`src/rtl/audio_frame_sequencer_if.sv`:
```
// rtl/audio_frame_sequencer_if.sv - ADC FIFO, DAC FIFO and effect-chain signal bundle for the frame sequencer
interface audio_frame_sequencer_if #(
   parameter int DW = 32
);
   logic          audio_in_available;
   logic          audio_out_allowed;
   logic          read_audio_in;
   logic          write_audio_out;
   logic [DW-1:0] left_in;
   logic [DW-1:0] right_in;
   logic [DW-1:0] left_out;
   logic [DW-1:0] right_out;
   logic          fx_valid;
   logic          fx_ready;
   logic [DW-1:0] fx_L;
   logic [DW-1:0] fx_R;
   logic          fx_res_valid;
   logic [DW-1:0] fx_res_L;
   logic [DW-1:0] fx_res_R;

   modport master (
      input  audio_in_available, audio_out_allowed, left_in, right_in,
             fx_ready, fx_res_valid, fx_res_L, fx_res_R,
      output read_audio_in, write_audio_out, left_out, right_out,
             fx_valid, fx_L, fx_R
   );

   modport slave (
      output audio_in_available, audio_out_allowed, left_in, right_in,
             fx_ready, fx_res_valid, fx_res_L, fx_res_R,
      input  read_audio_in, write_audio_out, left_out, right_out,
             fx_valid, fx_L, fx_R
   );
endinterface

```
`src/rtl/audio_frame_sequencer.sv`:
```
// rtl/audio_frame_sequencer.sv - one stereo frame at a time, ADC FIFO -> effect chain -> DAC FIFO
// Optional FX_TIMEOUT_CNT_EN adds the saturating timeout_count output.
module audio_frame_sequencer #(
   parameter int DW          = 32,
   parameter int TIMEOUT_CYC = 4096
`ifdef FX_TIMEOUT_CNT_EN
   ,
   parameter int TOCNT_W     = 16
`endif
) (
   input  logic                    CLOCK_50,
   input  logic                    reset_n,
   input  logic                    enable,
   audio_frame_sequencer_if.master bus,
   output logic                    busy,
   output logic                    timeout_flag
`ifdef FX_TIMEOUT_CNT_EN
   ,
   output logic [TOCNT_W-1:0]      timeout_count
`endif
);
   typedef enum logic [2:0] {IDLE, READ, ISSUE, WAIT_FX, WAIT_OUT, WRITE} state_t;

   localparam logic [15:0] TO_LAST = 16'(TIMEOUT_CYC - 1);

   state_t        state;
   logic          mode;
   logic [DW-1:0] raw_l;
   logic [DW-1:0] raw_r;
   logic [15:0]   wait_cnt;

   always_ff @(posedge CLOCK_50 or negedge reset_n) begin
      if (!reset_n) begin
         state               <= IDLE;
         mode                <= 1'b0;
         raw_l               <= '0;
         raw_r               <= '0;
         wait_cnt            <= '0;
         busy                <= 1'b0;
         timeout_flag        <= 1'b0;
         bus.read_audio_in   <= 1'b0;
         bus.write_audio_out <= 1'b0;
         bus.left_out        <= '0;
         bus.right_out       <= '0;
         bus.fx_valid        <= 1'b0;
         bus.fx_L            <= '0;
         bus.fx_R            <= '0;
`ifdef FX_TIMEOUT_CNT_EN
         timeout_count       <= '0;
`endif
      end else begin
         case (state)
            IDLE: begin
               if (bus.audio_in_available) begin
                  state             <= READ;
                  mode              <= enable;
                  bus.read_audio_in <= 1'b1;
                  busy              <= 1'b1;
               end
            end
            READ: begin
               bus.read_audio_in <= 1'b0;
               raw_l             <= bus.left_in;
               raw_r             <= bus.right_in;
               if (mode) begin
                  state        <= ISSUE;
                  bus.fx_valid <= 1'b1;
                  bus.fx_L     <= bus.left_in;
                  bus.fx_R     <= bus.right_in;
               end else begin
                  state         <= WAIT_OUT;
                  bus.left_out  <= bus.left_in;
                  bus.right_out <= bus.right_in;
               end
            end
            ISSUE: begin
               if (bus.fx_ready) begin
                  state        <= WAIT_FX;
                  bus.fx_valid <= 1'b0;
                  wait_cnt     <= '0;
               end
            end
            WAIT_FX: begin
               // A result arriving on the timeout cycle takes priority over substitution.
               if (bus.fx_res_valid) begin
                  state         <= WAIT_OUT;
                  bus.left_out  <= bus.fx_res_L;
                  bus.right_out <= bus.fx_res_R;
               end else if (wait_cnt == TO_LAST) begin
                  state         <= WAIT_OUT;
                  bus.left_out  <= raw_l;
                  bus.right_out <= raw_r;
                  timeout_flag  <= 1'b1;
`ifdef FX_TIMEOUT_CNT_EN
                  if (timeout_count != '1) timeout_count <= timeout_count + 1'b1;
`endif
               end else begin
                  wait_cnt <= wait_cnt + 16'd1;
               end
            end
            WAIT_OUT: begin
               if (bus.audio_out_allowed) begin
                  state               <= WRITE;
                  bus.write_audio_out <= 1'b1;
               end
            end
            WRITE: begin
               state               <= IDLE;
               bus.write_audio_out <= 1'b0;
               busy                <= 1'b0;
            end
            default: begin
               state               <= IDLE;
               busy                <= 1'b0;
               bus.read_audio_in   <= 1'b0;
               bus.write_audio_out <= 1'b0;
               bus.fx_valid        <= 1'b0;
            end
         endcase
      end
   end
endmodule

```
`src/flat_wrapper.sv`:
```
// flat-port wrapper written by rule: the top's interface ports become plain ports
module audio_frame_sequencer_flat 
#(
   parameter int DW          = 32,
   parameter int TIMEOUT_CYC = 4096

)
  (CLOCK_50, reset_n, enable, busy, timeout_flag, bus_audio_in_available, bus_audio_out_allowed, bus_left_in, bus_right_in, bus_fx_ready, bus_fx_res_valid, bus_fx_res_L, bus_fx_res_R, bus_read_audio_in, bus_write_audio_out, bus_left_out, bus_right_out, bus_fx_valid, bus_fx_L, bus_fx_R);
  audio_frame_sequencer_if #(.DW(DW)) bus_i ();
  input  logic CLOCK_50;
  input  logic reset_n;
  input  logic enable;
  output logic busy;
  output logic timeout_flag;
  input wire logic [$bits(bus_i.audio_in_available)-1:0] bus_audio_in_available;
  input wire logic [$bits(bus_i.audio_out_allowed)-1:0] bus_audio_out_allowed;
  input wire logic [$bits(bus_i.left_in)-1:0] bus_left_in;
  input wire logic [$bits(bus_i.right_in)-1:0] bus_right_in;
  input wire logic [$bits(bus_i.fx_ready)-1:0] bus_fx_ready;
  input wire logic [$bits(bus_i.fx_res_valid)-1:0] bus_fx_res_valid;
  input wire logic [$bits(bus_i.fx_res_L)-1:0] bus_fx_res_L;
  input wire logic [$bits(bus_i.fx_res_R)-1:0] bus_fx_res_R;
  output wire logic [$bits(bus_i.read_audio_in)-1:0] bus_read_audio_in;
  output wire logic [$bits(bus_i.write_audio_out)-1:0] bus_write_audio_out;
  output wire logic [$bits(bus_i.left_out)-1:0] bus_left_out;
  output wire logic [$bits(bus_i.right_out)-1:0] bus_right_out;
  output wire logic [$bits(bus_i.fx_valid)-1:0] bus_fx_valid;
  output wire logic [$bits(bus_i.fx_L)-1:0] bus_fx_L;
  output wire logic [$bits(bus_i.fx_R)-1:0] bus_fx_R;
  assign bus_i.audio_in_available = bus_audio_in_available;
  assign bus_i.audio_out_allowed = bus_audio_out_allowed;
  assign bus_i.left_in = bus_left_in;
  assign bus_i.right_in = bus_right_in;
  assign bus_i.fx_ready = bus_fx_ready;
  assign bus_i.fx_res_valid = bus_fx_res_valid;
  assign bus_i.fx_res_L = bus_fx_res_L;
  assign bus_i.fx_res_R = bus_fx_res_R;
  assign bus_read_audio_in = bus_i.read_audio_in;
  assign bus_write_audio_out = bus_i.write_audio_out;
  assign bus_left_out = bus_i.left_out;
  assign bus_right_out = bus_i.right_out;
  assign bus_fx_valid = bus_i.fx_valid;
  assign bus_fx_L = bus_i.fx_L;
  assign bus_fx_R = bus_i.fx_R;
  audio_frame_sequencer #(.DW(DW), .TIMEOUT_CYC(TIMEOUT_CYC)) u_core (.CLOCK_50(CLOCK_50), .reset_n(reset_n), .enable(enable), .bus(bus_i), .busy(busy), .timeout_flag(timeout_flag));
endmodule
```
`config.mk`:
```
export PLATFORM = sky130hd
export DESIGN_NAME = audio_frame_sequencer_flat
export DESIGN_NICKNAME = d
export VERILOG_FILES = /design/src/rtl/audio_frame_sequencer_if.sv /design/src/rtl/audio_frame_sequencer.sv /design/src/flat_wrapper.sv
export SDC_FILE = /design/constraint.sdc
export NUM_CORES = 1
export LEC_CHECK = 0
export CAP_MARGIN = 0
export CORE_MARGIN = 1
export CORE_UTILIZATION = 50
export CTS_CLUSTER_DIAMETER = 80
export CTS_CLUSTER_SIZE = 14
export DETAILED_ROUTE_END_ITERATION = 6
export MAX_ROUTING_LAYER = met4
export PLACE_DENSITY = 0.81
export SYNTH_ARGS = -nofsm -noshare
export SYNTH_HDL_FRONTEND = slang
export SYNTH_SLANG_ARGS = --single-unit
```
`constraint.sdc`:
```
create_clock -name CLOCK_50 -period 5 [get_ports CLOCK_50]
set_input_delay 0.5 -clock CLOCK_50 [delete_from_list [all_inputs] [get_ports CLOCK_50]]
set_output_delay 0.5 -clock CLOCK_50 [all_outputs]
set_load 0.01 [all_outputs]
```
# Word-level counts from Yosys, hierarchy flattened
# Index checks and enable logic that the tools add are counted.
# word_totals
regBits	217
input_bits	135
output_inout_bits	133
word_cells	78
# classes
n_eq_ne	14
bitwise	5
n_mux	27
reduce_logical	17
add_sub_neg	1
# ops
cell	count
32-bit 2-to-1 mux	6
32-bit one-hot mux with 2 select lines	2
16-bit 2-to-1 mux	3
16-bit one-hot mux with 2 select lines	1
3-bit 2-to-1 mux	6
16-bit by 1-bit adder with 16-bit output, second input constant	1
16-bit by 12-bit == test with 1-bit output, second input constant	1
4-bit OR reduction	4
3-bit one-hot mux with 5 select lines	1
2-bit inequality test, second input constant	6
2-bit AND reduction	5
3-bit AND reduction	3
4-bit AND reduction	2
3-bit by 2-bit == test with 1-bit output, second input constant	2
3-bit == test, second input constant	2
1-bit one-hot mux with 2 select lines	3
1-bit inverter	5
1-bit 2-to-1 mux	4
2-bit nonzero test	2
3-bit by 1-bit == test with 1-bit output, second input constant	1
3-bit zero test	1
3-bit by 2-bit inequality test with 1-bit output, second input constant	1
1-bit one-hot mux with 3 select lines	1
2-bit by 1-bit inequality test with 1-bit output, second input constant	1

# Longest topological paths before layout
# logic_depth
ltp_word	4
mapped_depth	8
mapped_depth_nobuf	5

# Least setup slack after synthesis
# No wires, ideal clock.
# synth_timing
path_type	flip-flop to flip-flop
from	register u_core.wait_cnt[12]
to	register u_core.bus.left_out[0]
t_required_ps	4921
setup_ps	79
t_arrival_ps	2223
setup_slack_ps	2697
n_path_buf	3
path_stages_with_launch	8
period_less_slack_ps	2303
cell_sequence	dfrtp_1 or4_4 or4_1 buf_4 a21oi_4 buf_8 buf_12 mux2i_1
# synth_between
elab_chain_len	3
# synth_lines
item	line_no	rtl
from (decl)	audio_frame_sequencer.sv:30	logic [15:0] wait_cnt;
from (signal assigned)	audio_frame_sequencer.sv:98	wait_cnt <= wait_cnt + 16'd1;
16-bit by 12-bit == test with 1-bit output	audio_frame_sequencer.sv:89	end else if (wait_cnt == TO_LAST) begin
3-bit by 2-bit inequality test with 1-bit output (no source line)	n/a	
3-bit AND reduction (no source line)	n/a	
to (signal assigned)	audio_frame_sequencer.sv:72	bus.left_out <= bus.left_in;
to (signal assigned)	audio_frame_sequencer.sv:87	bus.left_out <= bus.fx_res_L;
to (signal assigned)	audio_frame_sequencer.sv:91	bus.left_out <= raw_l;
to (decl)	audio_frame_sequencer_if.sv:24	output read_audio_in, write_audio_out, left_out, right_out,
# Every way passes these cells.
# A chain may end at the register's enable or synchronous reset.

# Worst setup path in the final report
# layout_timing
from	register u_core.wait_cnt[0]
to	register u_core.bus.left_out[29]
# Same word-level chain as after synthesis.

==> flow_results.xml <==
<?xml version="1.0" encoding="UTF-8"?>
<metrics>
  <group name="die">
    <metric name="die_height" unit="µm">143</metric>
    <metric name="start_util" unit="%">51.2</metric>
    <metric name="core_area" unit="mm²">0.0195</metric>
    <metric name="die_area" unit="mm²">0.0206</metric>
    <metric name="floorplan.io_pins" unit="">268</metric>
    <metric name="rows" unit="">51</metric>
    <metric name="chipWidth" unit="µm">143</metric>
  </group>
  <group name="global_route">
    <metric name="grt_antenna_before_repair" unit="">1</metric>
    <metric name="first_pass_grt_wire_length" unit="µm">37900</metric>
    <metric name="grt_pass1_vias" unit="">7274</metric>
    <metric name="sum_of_overflow_across_all_layers_after_global_routing" unit="">0</metric>
    <metric name="grt_start_max_net_pins" unit="">145</metric>
    <metric name="grt_use_total" unit="%">24.3</metric>
  </group>
  <group name="timing">
    <metric name="hold_slack" unit="ns">0.471</metric>
    <metric name="setup_viol" unit="">0</metric>
    <metric name="rsz0062_at_grt" unit="">no</metric>
    <metric name="post-route-worst-setup-slack" unit="ns">1.97</metric>
    <metric name="max-slew-margin-rel" unit="%">36.1</metric>
    <metric name="worst-slew-pin-transition" unit="ns">0.959</metric>
    <metric name="final.min_clock_period" unit="ns">3.03</metric>
    <metric name="timing.setup.tns" unit="ns">0</metric>
    <metric name="finalHoldViolations" unit="">0</metric>
    <metric name="final.setup_skew" unit="ns">0.00982</metric>
    <metric name="achievable-frequency" unit="GHz">0.330</metric>
    <metric name="slew_violations" unit="">0</metric>
    <metric name="layout_worst_path_cycle_share" unit="%">60.7</metric>
  </group>
  <group name="min_path">
    <metric name="min_path_type" unit="">flip-flop to flip-flop</metric>
    <metric name="min_delay_src" unit="">u_core.timeout_flag</metric>
  </group>
  <group name="logic_synthesis">
    <metric name="synthesis.area" unit="mm²">0.0100</metric>
    <metric name="compound_cell_area_share_of_the_yosys_netlist" unit="%">6.57</metric>
    <metric name="synth.lib_cells_used.distinct" unit="">43</metric>
    <metric name="muxShareOfSynthArea" unit="%">27.4</metric>
    <metric name="post_synth_and_or_nand_nor_area_fraction" unit="%">6.02</metric>
    <metric name="synthXorXnorAreaFrac" unit="%">0</metric>
    <metric name="postSynthRegisterBits" unit="">217</metric>
    <metric name="yosysTopAreaCell" unit="">sky130_fd_sc_hd__dfrtp_1</metric>
    <metric name="adder_cell_share_of_the_synthesized_area" unit="%">0.125</metric>
    <metric name="synthTopCellsByArea" unit="">sky130_fd_sc_hd__dfrtp_1 54%, sky130_fd_sc_hd__mux2_2 15%, sky130_fd_sc_hd__mux2i_1 13%</metric>
    <metric name="yosys_most_used_dff" unit="">sky130_fd_sc_hd__dfrtp_1</metric>
    <metric name="netlist_instances" unit="">839</metric>
    <metric name="synth-async-reset-ratio" unit="%">100</metric>
    <metric name="synth_edf_count" unit="">0</metric>
    <metric name="dominant_combinational_cell_family_by_area_after_synthesis" unit="">multiplexers</metric>
    <metric name="syn-num-nets" unit="">975</metric>
    <metric name="synth_top_area_share" unit="%">54.3</metric>
    <metric name="total_number_of_yosys_warnings" unit="">0</metric>
    <metric name="synthesized_area_per_cell" unit="µm²">11.9</metric>
    <metric name="ys_seq_area_share" unit="%">54.3</metric>
  </group>
  <group name="detailed_routing">
    <metric name="routed_via_density" unit="">5.24</metric>
    <metric name="drt_iter0_drc" unit="">290</metric>
    <metric name="drc_errors" unit="">0</metric>
    <metric name="num_vias" unit="">7082</metric>
    <metric name="drt-wirelength-per-cell" unit="µm">18.0</metric>
    <metric name="final_antenna_net_count" unit="">0</metric>
    <metric name="drt_pre_antenna_iters" unit="">5</metric>
    <metric name="detail_route.wirelength" unit="µm">24300</metric>
  </group>
  <group name="setup_path">
    <metric name="timing.critical_path.from" unit="">u_core.wait_cnt[0]</metric>
    <metric name="crit_path_category" unit="">flip-flop to flip-flop</metric>
    <metric name="crit_fanout" unit="">38</metric>
    <metric name="worst-endpoint-required" unit="ns">5.40</metric>
    <metric name="worst_setup_ep_type" unit="">flip-flop</metric>
    <metric name="critical_path.reg2reg.startpoint" unit="">u_core.wait_cnt[0]</metric>
    <metric name="timing.critical_path.from_type" unit="">flip-flop</metric>
    <metric name="worst-endpoint-arrival" unit="ns">3.44</metric>
  </group>
  <group name="cts">
    <metric name="cts_tree" unit="">done</metric>
    <metric name="clk_pin_slew_worst_paths" unit="ns">0.07</metric>
    <metric name="cts_root_buffer" unit="">sky130_fd_sc_hd__clkbuf_16</metric>
    <metric name="cts.path.max_buffers" unit="">3</metric>
    <metric name="cts_resized" unit="">0</metric>
    <metric name="htreeDepth" unit="">1</metric>
    <metric name="tritoncts.num_buffers" unit="">19</metric>
    <metric name="clock_insertion_delay_worst_skew" unit="ns">0.48</metric>
    <metric name="post-cts-setup-buffer-count" unit="">0</metric>
    <metric name="tritoncts_num_sinks" unit="">217</metric>
  </group>
  <group name="layout">
    <metric name="finish.net_count" unit="">1221</metric>
    <metric name="area_delta_synth_final" unit="%">32.9</metric>
    <metric name="drive_gt1_share" unit="%">15.1</metric>
    <metric name="layout.cells.most_common" unit="">sky130_fd_sc_hd__clkdlybuf4s50_1</metric>
    <metric name="most_frequent_cells_in_the_layout" unit="">265 x sky130_fd_sc_hd__clkdlybuf4s50_1, 217 x sky130_fd_sc_hd__dfrtp_1, 129 x sky130_fd_sc_hd__mux2_2, 129 x sky130_fd_sc_hd__mux2i_1, 73 x sky130_fd_sc_hd__nor2_1</metric>
  </group>
  <group name="power_and_ir_drop">
    <metric name="ir_worst_vdd" unit="mV">0.368</metric>
    <metric name="power_frac_comb" unit="%">44.1</metric>
    <metric name="pwr_density_cell" unit="mW/mm²">590</metric>
    <metric name="sw_frac_of_total" unit="%">32.3</metric>
    <metric name="power_switching" unit="mW">2.54</metric>
    <metric name="clkPwrFrac" unit="%">16.5</metric>
    <metric name="p_total" unit="mW">7.85</metric>
    <metric name="p_leak" unit="nW">5.72</metric>
    <metric name="internal-power" unit="mW">5.31</metric>
    <metric name="pwr-share-seq" unit="%">39.4</metric>
  </group>
  <group name="placed_design">
    <metric name="portBuffers" unit="">267</metric>
    <metric name="dpl_worst_slack" unit="ns">1.96</metric>
    <metric name="post-dp-hpwl" unit="µm">16100</metric>
    <metric name="routability_cong" unit="">0.848</metric>
  </group>
  <group name="run_status">
    <metric name="status" unit="">completed</metric>
  </group>
  <group name="flow_run">
    <metric name="drv.max_cap_violation_count" unit="">0</metric>
  </group>
</metrics>
==> metrics by stage <==
step / utilization, % / instances / cell area, µm²
6_report: 68.1 / 1351 / 13300
5_1_grt: 68.1 / 1351 / 13300
4_1_cts: 68.1 / 1350 / 13300
3_5_place_dp: 65.5 / 1328 / 12800
3_3_place_gp: 65.5 / 1328 / 12800
2_1_floorplan: - / 839 / 10000
==> final cells by class <==
| class | count | area, µm² |
|---|---|---|
| fill | 1503 | 6230 |
| sequential | 217 | 5430 |
| multi-input combinational | 502 | 4030 |
| timing repair buffer | 276 | 2760 |
| clock buffer | 20 | 479 |
| tap | 265 | 332 |
| inverter | 69 | 259 |
| clock inverter | 1 | 8.76 |
| antenna | 1 | 2.50 |
==> path summary, 6_finish.rpt <==
check	to	slack, ns	cells past startpoint
worst max-delay path	u_core.bus.left_out[29]	1.97	6
worst min-delay path	u_core.timeout_flag	0.47	1
worst max register to register	u_core.bus.left_out[29]	1.97	6
worst min register to register	u_core.timeout_flag	0.47	1
max in group asynchronous	u_core.wait_cnt[11]	3.28	3
min in group asynchronous	u_core.bus.left_out[5]	0.55	2
==> worst max-delay path: stages, from the launching register on <==
cell and delay (ns):
sky130_fd_sc_hd__dfrtp_1 0.40, sky130_fd_sc_hd__ha_1 0.25, sky130_fd_sc_hd__nand4_1 0.25, sky130_fd_sc_hd__or4_1 0.92, sky130_fd_sc_hd__a21oi_4 0.27, sky130_fd_sc_hd__buf_4 0.57, sky130_fd_sc_hd__mux2i_1 0.27
==> synthesized netlist by cell type, types with 5 or more instances <==
cell,instances
sky130_fd_sc_hd__inv_1,69
sky130_fd_sc_hd__nand3_1,6
sky130_fd_sc_hd__a21oi_1,68
sky130_fd_sc_hd__nand4_1,5
sky130_fd_sc_hd__mux2i_1,129
sky130_fd_sc_hd__or3_1,5
sky130_fd_sc_hd__o21ai_0,9
sky130_fd_sc_hd__nor2b_1,6
sky130_fd_sc_hd__buf_12,5
sky130_fd_sc_hd__nand3b_1,6
sky130_fd_sc_hd__buf_1,8
sky130_fd_sc_hd__buf_2,5
sky130_fd_sc_hd__a31oi_1,16
sky130_fd_sc_hd__nor2_1,73
sky130_fd_sc_hd__dfrtp_1,217
sky130_fd_sc_hd__clkbuf_1,30
sky130_fd_sc_hd__nand2_1,13
sky130_fd_sc_hd__mux2_2,129
==> sequential cells by signal, indices dropped and copies added (netlist names) <==
name	count
u_core.bus.fx_L	32
u_core.bus.fx_R	32
u_core.bus.fx_valid	1
u_core.bus.left_out	32
u_core.bus.read_audio_in	1
u_core.bus.right_out	32
u_core.bus.write_audio_out	1
u_core.busy	1
u_core.mode	1
u_core.raw_l	32
u_core.raw_r	32
u_core.state	3
u_core.timeout_flag	1
u_core.wait_cnt	16
==> per-layer routing <==
metal / track usage (%) / vias to the layer above / wire length [µm]
met4: 9.24 / 0 / 713
met2: 40.4 / 210 / 12100
met5: - / - / 0
met3: 4.60 / 46 / 1430
met1: 29.2 / 3453 / 10000
li1: - / 3373 / -
==> timing repair <==
| action | in CTS | in global routing |
|---|---|---|
| endpoints found under the setup margin | 0 | 0 |
| hold buffers | 1 | 0 |
| endpoints found under the hold margin | 8 | 0 |
==> cells by family after synthesis <==
group	Yosys count
and+or+nand+nor	129
DFF	217
muxes	258
AOI/OAI and AO/OA	114
buffers and inverters	120
adders and majority gates	1
==> power groups by stage <==
stage	Combinational, mW	Clock (mW)	Sequential (mW)
floorplan	1.71	0	3.28
global placement	3.41	0	3.06
detailed placement	3.50	0	3.11
CTS	3.51	1.33	3.09
global route	3.72	1.39	3.20
finish	3.46	1.30	3.09
(Power assumes the default switching activity.)
